--- src/rtl/mux_scan_ctrl_pkg.sv ---
`default_nettype none
// ============================================================================
// Package     : mux_scan_pkg
// Description : Shared constants and state type for the mux scan controller.
// Revision    : 1.0 - initial release
// ============================================================================
package mux_scan_pkg;

    localparam int NCH   = 4;
    localparam int SEL_W = 2;

    typedef enum logic [1:0] {
        IDLE = 2'd0,
        SCAN = 2'd1,
        DONE = 2'd2
    } scan_state_t;

endpackage
`default_nettype wire

--- src/rtl/mux_scan_ctrl_if.sv ---
`default_nettype none
// ============================================================================
// Interface   : mux_scan_ctrl_if
// Description : Scan request/response bundle and mux select/return path.
//               The parity signal exists only with MUX_SCAN_PARITY_EN.
// Revision    : 1.0 - initial release
// ============================================================================
interface mux_scan_ctrl_if
    import mux_scan_pkg::*;
();

    logic             start;
    logic             abort;
    logic             f_in;
    logic [SEL_W-1:0] sel;
    logic             busy;
    logic             done;
    logic [NCH-1:0]   data;
`ifdef MUX_SCAN_PARITY_EN
    logic             parity;

    modport master (output start, abort, f_in, input sel, busy, done, data, parity);
    modport slave  (input start, abort, f_in, output sel, busy, done, data, parity);
`else
    modport master (output start, abort, f_in, input sel, busy, done, data);
    modport slave  (input start, abort, f_in, output sel, busy, done, data);
`endif

endinterface
`default_nettype wire

--- src/rtl/mux_scan_ctrl_dwell_cnt.sv ---
`default_nettype none
// ============================================================================
// Module      : mux_scan_dwell_cnt
// Description : Dwell counter; flags the last cycle of each channel dwell.
// Revision    : 1.0 - initial release
// ============================================================================
module mux_scan_dwell_cnt #(
    parameter int unsigned DWELL = 2
) (
    input  wire logic clk,
    input  wire logic rst_n,
    input  wire logic clr,
    input  wire logic en,
    output logic      last
);

    localparam int CW = (DWELL < 1) ? 1 : $clog2(DWELL + 1);
    localparam logic [CW-1:0] LAST_VAL = CW'(DWELL - 1);

    logic [CW-1:0] cnt_q, cnt_d;

    assign last = (cnt_q == LAST_VAL);

    always_comb begin
        cnt_d = cnt_q;
        if (clr) begin
            cnt_d = '0;
        end else if (en) begin
            cnt_d = last ? '0 : cnt_q + CW'(1);
        end
    end

    always_ff @(posedge clk or negedge rst_n) begin
        if (!rst_n) begin
            cnt_q <= '0;
        end else begin
            cnt_q <= cnt_d;
        end
    end

endmodule
`default_nettype wire

--- src/rtl/mux_scan_ctrl.sv ---
`default_nettype none
// ============================================================================
// Module      : mux_scan_ctrl
// Description : Steps a 4:1 mux select through all channels, samples the mux
//               output after each dwell and presents the assembled word with
//               a done pulse. Optional parity output via MUX_SCAN_PARITY_EN.
// Revision    : 1.0 - initial release
// ============================================================================
module mux_scan_ctrl
    import mux_scan_pkg::*;
#(
    parameter int unsigned DWELL = 2
) (
    input  wire logic      clk,
    input  wire logic      rst_n,
    mux_scan_ctrl_if.slave bus
);

    scan_state_t      state_q, state_d;
    logic [SEL_W-1:0] sel_q, sel_d;
    logic [NCH-1:0]   shadow_q, shadow_d;
    logic [NCH-1:0]   data_q, data_d;
    logic             busy_q, busy_d;
    logic             done_q, done_d;
    logic             cnt_clr, cnt_en, cnt_last;
`ifdef MUX_SCAN_PARITY_EN
    logic             parity_q, parity_d;

    assign bus.parity = parity_q;
`endif

    assign bus.sel  = sel_q;
    assign bus.busy = busy_q;
    assign bus.done = done_q;
    assign bus.data = data_q;

    mux_scan_dwell_cnt #(
        .DWELL (DWELL)
    ) u_dwell_cnt (
        .clk   (clk),
        .rst_n (rst_n),
        .clr   (cnt_clr),
        .en    (cnt_en),
        .last  (cnt_last)
    );

    always_comb begin
        state_d  = state_q;
        sel_d    = sel_q;
        shadow_d = shadow_q;
        data_d   = data_q;
        busy_d   = busy_q;
        done_d   = 1'b0;
        cnt_clr  = 1'b1;
        cnt_en   = 1'b0;
`ifdef MUX_SCAN_PARITY_EN
        parity_d = parity_q;
`endif
        case (state_q)
            IDLE, DONE: begin
                sel_d  = '0;
                busy_d = 1'b0;
                state_d = IDLE;
                // abort outranks a simultaneous start
                if (bus.start && !bus.abort) begin
                    state_d  = SCAN;
                    shadow_d = '0;
                    busy_d   = 1'b1;
                end
            end
            SCAN: begin
                if (bus.abort) begin
                    state_d  = IDLE;
                    sel_d    = '0;
                    busy_d   = 1'b0;
                    shadow_d = '0;
                end else begin
                    cnt_clr = 1'b0;
                    cnt_en  = 1'b1;
                    if (cnt_last) begin
                        shadow_d[sel_q] = bus.f_in;
                        if (sel_q == SEL_W'(NCH - 1)) begin
                            state_d = DONE;
                            data_d  = shadow_d;
                            done_d  = 1'b1;
                            busy_d  = 1'b0;
`ifdef MUX_SCAN_PARITY_EN
                            parity_d = ^shadow_d;
`endif
                        end else begin
                            sel_d = sel_q + SEL_W'(1);
                        end
                    end
                end
            end
            default: begin
                state_d = IDLE;
                sel_d   = '0;
                busy_d  = 1'b0;
            end
        endcase
    end

    always_ff @(posedge clk or negedge rst_n) begin
        if (!rst_n) begin
            state_q  <= IDLE;
            sel_q    <= '0;
            shadow_q <= '0;
            data_q   <= '0;
            busy_q   <= 1'b0;
            done_q   <= 1'b0;
`ifdef MUX_SCAN_PARITY_EN
            parity_q <= 1'b0;
`endif
        end else begin
            state_q  <= state_d;
            sel_q    <= sel_d;
            shadow_q <= shadow_d;
            data_q   <= data_d;
            busy_q   <= busy_d;
            done_q   <= done_d;
`ifdef MUX_SCAN_PARITY_EN
            parity_q <= parity_d;
`endif
        end
    end

endmodule
`default_nettype wire

--- src/flat_wrapper.sv ---
// flat-port wrapper written by rule: the top's interface ports become plain ports
module mux_scan_ctrl_flat import mux_scan_pkg::*;
#(
    parameter int unsigned DWELL = 2
)
  (clk, rst_n, bus_start, bus_abort, bus_f_in, bus_sel, bus_busy, bus_done, bus_data);
  mux_scan_ctrl_if bus_i ();
  input  wire logic clk;
  input  wire logic rst_n;
  input wire logic [$bits(bus_i.start)-1:0] bus_start;
  input wire logic [$bits(bus_i.abort)-1:0] bus_abort;
  input wire logic [$bits(bus_i.f_in)-1:0] bus_f_in;
  output wire logic [$bits(bus_i.sel)-1:0] bus_sel;
  output wire logic [$bits(bus_i.busy)-1:0] bus_busy;
  output wire logic [$bits(bus_i.done)-1:0] bus_done;
  output wire logic [$bits(bus_i.data)-1:0] bus_data;
  assign bus_i.start = bus_start;
  assign bus_i.abort = bus_abort;
  assign bus_i.f_in = bus_f_in;
  assign bus_sel = bus_i.sel;
  assign bus_busy = bus_i.busy;
  assign bus_done = bus_i.done;
  assign bus_data = bus_i.data;
  mux_scan_ctrl #(.DWELL(DWELL)) u_core (.clk(clk), .rst_n(rst_n), .bus(bus_i));
endmodule
--- config.mk ---
export PLATFORM = sky130hd
export DESIGN_NAME = mux_scan_ctrl_flat
export DESIGN_NICKNAME = d
export VERILOG_FILES = /design/src/rtl/mux_scan_ctrl_pkg.sv /design/src/rtl/mux_scan_ctrl_if.sv /design/src/rtl/mux_scan_ctrl_dwell_cnt.sv /design/src/rtl/mux_scan_ctrl.sv /design/src/flat_wrapper.sv
export SDC_FILE = /design/constraint.sdc
export NUM_CORES = 1
export LEC_CHECK = 0
export ABC_AREA = 1
export CORE_AREA = 3 3 42 44
export CTS_BUF_LIST = sky130_fd_sc_hd__clkbuf_8
export CTS_CLUSTER_SIZE = 24
export DETAILED_ROUTE_END_ITERATION = 12
export DIE_AREA = 0 0 45 47
export PLACE_DENSITY = 0.82
export SYNTH_ARGS = -nofsm -noshare
export SYNTH_HDL_FRONTEND = slang
export SYNTH_SLANG_ARGS = --single-unit
--- constraint.sdc ---
create_clock -name clk -period 3.2 [get_ports clk]
set_input_delay 0.64 -clock clk [delete_from_list [all_inputs] [get_ports clk]]
set_output_delay 0.64 -clock clk [all_outputs]
set_load 0.03 [all_outputs]
==> results.md <==
- CTS tree: done
- FMAX: 494 MHz
- Dominant cell by count in the synthesized netlist: nand2_1
- Logic pwr share: 0.109
- First-pass GRT wire length: 2430 um
- PostCTS Resize Cnt: 0
- Die area: approximately 2100 um2
- Crit-path leading delay family: buffers and inverters
- Met2 usage: 0.271
- Tot Pwr: between 0.4 and 0.5 mW
- Crit path kind: flop to primary output
- Initial antenna violation count: 0
- GRT Resource Usage Total: 0.165
- CTS hold repair buffers: 0
- H-tree Lvls: 1
- Largest area contributor in the netlist: dfrtp_1
- Fin. Hold Viols: 0
- R2R setup slack: 1.97 ns
- Grt total ovfl: 0
- Final setup violating endpoints: 0
- Crit path launch type: flop
- CP Capture Type: primary output
- GP Congestion: just under 0.8
- Critical path arrival: between 1 and 1.5 ns
- Crit path required time: 2.56 ns
- Synth top area cells: dfrtp_1, nand2_1, ha_1, inv_1, nand3_1
- Final min period: ~2.0 ns
- Core area: between 1000 and 1500 um2
- DPL Wire Length: 1110 um
- Worst hold path type: flop to flop
- Synth top area share: 0.490
- Sw frac: 0.236
- Largest net degree at the start of global routing: 17
- I/O pin total: 13
- YS warnings: 0
- Reg power frac: 0.529
- Share of cells above drive strength 1: 0.129
- Cell area after synthesis: a little over 800 um2
- Met3 Use GR: 0.0498
- NumNets Final: ~130
- VDD IR-drop max: between 0.0002 and 0.00025 V
- EDFF count, synth: 0
- Internal power: between 0.3 and 0.4 mW
- Via/cell ratio: roughly 4.9
- Synth top cells by count: nand2_1, dfrtp_1, inv_1, nor2_1
- Worst clock skew: between 0.003 and 0.004 ns
- Main synth FF type: dfrtp_1
- Netlist cell types: 16
- Fin. max-slew vios: 0
- CP max stage delay: 0.70 ns
- DP Worst Slack: approximately 1.4 ns
- Gr busiest metal: met2
- RSZ-0062 raised after global routing: no
- MaxCap Viol Count: 0
- Vias: 644
- Sw Pwr: 0.0947 mW
- Clock network power share: 0.362
- Post-route DRC: 0
- Worst-margin pin slew: 0.713 ns
- Clock Sinks: 16
- CTS Buffer Depth: 2
- FP Rows: 14
- Detailed Route WL: 1410 um
- Crit-path cells: clkdlybuf4s50_1
- Lkg Pwr: between 0.5 and 0.6 nW
- Initial core utilization: 0.555
- Synth Register Bits: 16
- Drt first pass iters: 4
- Critical path buffers and inverters: 1
- Diodes inserted: 0
- Sum of negative setup slack: 0 ns
- Crit Path Max Fanout: 6
- Routed WL per cell: between 10 and 15 um
- Post-CTS Setup Bufs: 0
- Async SR Flop Fraction: 1.00
- Die Wd: 45 um
- Placed insts: ~130
- Port bufs: 12
- Final worst slack: ~1.2 ns
- CP max-delay cell: clkdlybuf4s50_1
- Outcome: completed
- Final core occ: 0.679
- Vias in the first global route: 611
- Rel. slew slack: 0.523
- Antenna viol nets, final: 0
- TritonCTS Buffers: 3
- Sequential area share after synthesis: 0.490
- Mapped Nets: around 110
- Power Dens Cells: about 400 nW/um2
- Synth Instances: ~100
- Die H: about 47 um
- Period Utilization, post-route: 0.632
- Avg Cell Area, Syn: slightly above 8 um2
- Clock latency on the worst-skew pair: between 0.2 and 0.25 ns
- CTS root buf: clkbuf_8
- 1st-iter DRT viols: 13
- Reg clk slew, reported paths: approximately 0.06 ns
- Finished Layout Cells: roughly 130
- Synth-to-Final Area Change: 22.2%
- Met1 Use GR: 0.195
[placed cells by master (no fill, tap or decap)]
| cell type | n |
|---|---|
| inv_1 | 12 |
| clkinv_2 | 1 |
| nand2_2 | 2 |
| nor3_1 | 1 |
| clkdlybuf4s50_1 | 12 |
| nand2_4 | 1 |
| clkbuf_8 | 3 |
| nand3_2 | 1 |
| o21ai_1 | 4 |
| ha_1 | 5 |
| nand3_4 | 1 |
| a21oi_1 | 1 |
| nand2_1 | 34 |
| inv_2 | 6 |
| nor2_1 | 8 |
| nand4_1 | 2 |
| nand3_1 | 6 |
| dfrtp_1 | 16 |
[metrics by stage]
step | instance area (um2) | hold WS, ns
2_1_floorplan | 817 | 0.344
3_3_place_gp | 957 | 0.438
3_5_place_dp | 957 | 0.445
4_1_cts | 998 | 0.452
5_1_grt | 998 | 0.497
6_report | 998 | 0.449
[registers in the layout (all words and copies together) (netlist names)]
register / cells
u_core.bus.busy: 1
u_core.state_q: 2
u_core.bus.done: 1
u_core.bus.data: 4
u_core.bus.sel: 2
u_core.u_dwell_cnt.cnt_q: 2
u_core.shadow_q: 4
[worst paths after layout]
| check | startpoint | endpoint | cells past startpoint |
|---|---|---|---|
| min in group asynchronous | rst_n | u_core.bus.data[0]$_DFFE_PN0P_ | 1 |
| worst min-delay path | u_core.u_dwell_cnt.cnt_q[0]$_DFFE_PN0P_ | u_core.u_dwell_cnt.cnt_q[0]$_DFFE_PN0P_ | 1 |
| worst max-delay path | u_core.bus.sel[0]$_DFFE_PN0P_ | bus_sel[0] | 1 |
| worst min register to register | u_core.u_dwell_cnt.cnt_q[0]$_DFFE_PN0P_ | u_core.u_dwell_cnt.cnt_q[0]$_DFFE_PN0P_ | 1 |
| worst max register to register | u_core.bus.sel[0]$_DFFE_PN0P_ | u_core.bus.data[1]$_DFFE_PN0P_ | 6 |
| max in group asynchronous | rst_n | u_core.bus.done$_DFF_PN0_ | 1 |
[area by class of cell]
| type | count | area, um2 |
|---|---|---|
| well taps | 16 | 20.0 |
| clock buffers | 3 | 41.3 |
| flip-flops and latches | 16 | 400 |
| repair buffers | 12 | 120 |
| multi-input cells | 66 | 344 |
| inverters | 19 | 72.6 |
| fillers | 130 | 473 |
[metal layers]
| layer | routed length [um] | vias to the layer above |
|---|---|---|
| li1 | - | 339 |
| met4 | 20 | 0 |
| met1 | 660 | 289 |
| met3 | 66 | 4 |
| met5 | 0 | - |
| met2 | 663 | 12 |
[power by group through the flow]
stage,Clock (mW),Sequential [mW],Combinational [mW]
2_1_floorplan,0,0.218,0.0248
6_report,0.145,0.212,0.0438
3_3_place_gp,0,0.215,0.0436
5_1_grt,0.155,0.213,0.0493
3_5_place_dp,0,0.215,0.0440
4_1_cts,0.150,0.212,0.0441
[cell families (layout without fill, tap and decap cells)]
family	Yosys count	count (layout)	share of synthesized area
compound gates	5	5	0.0306
simple gates	56	56	0.314
buf+inv	19	34	0.0888
fa+ha+maj	5	5	0.0766
flops	16	16	0.490
No activity file was read; power rests on OpenSTA's default activity.
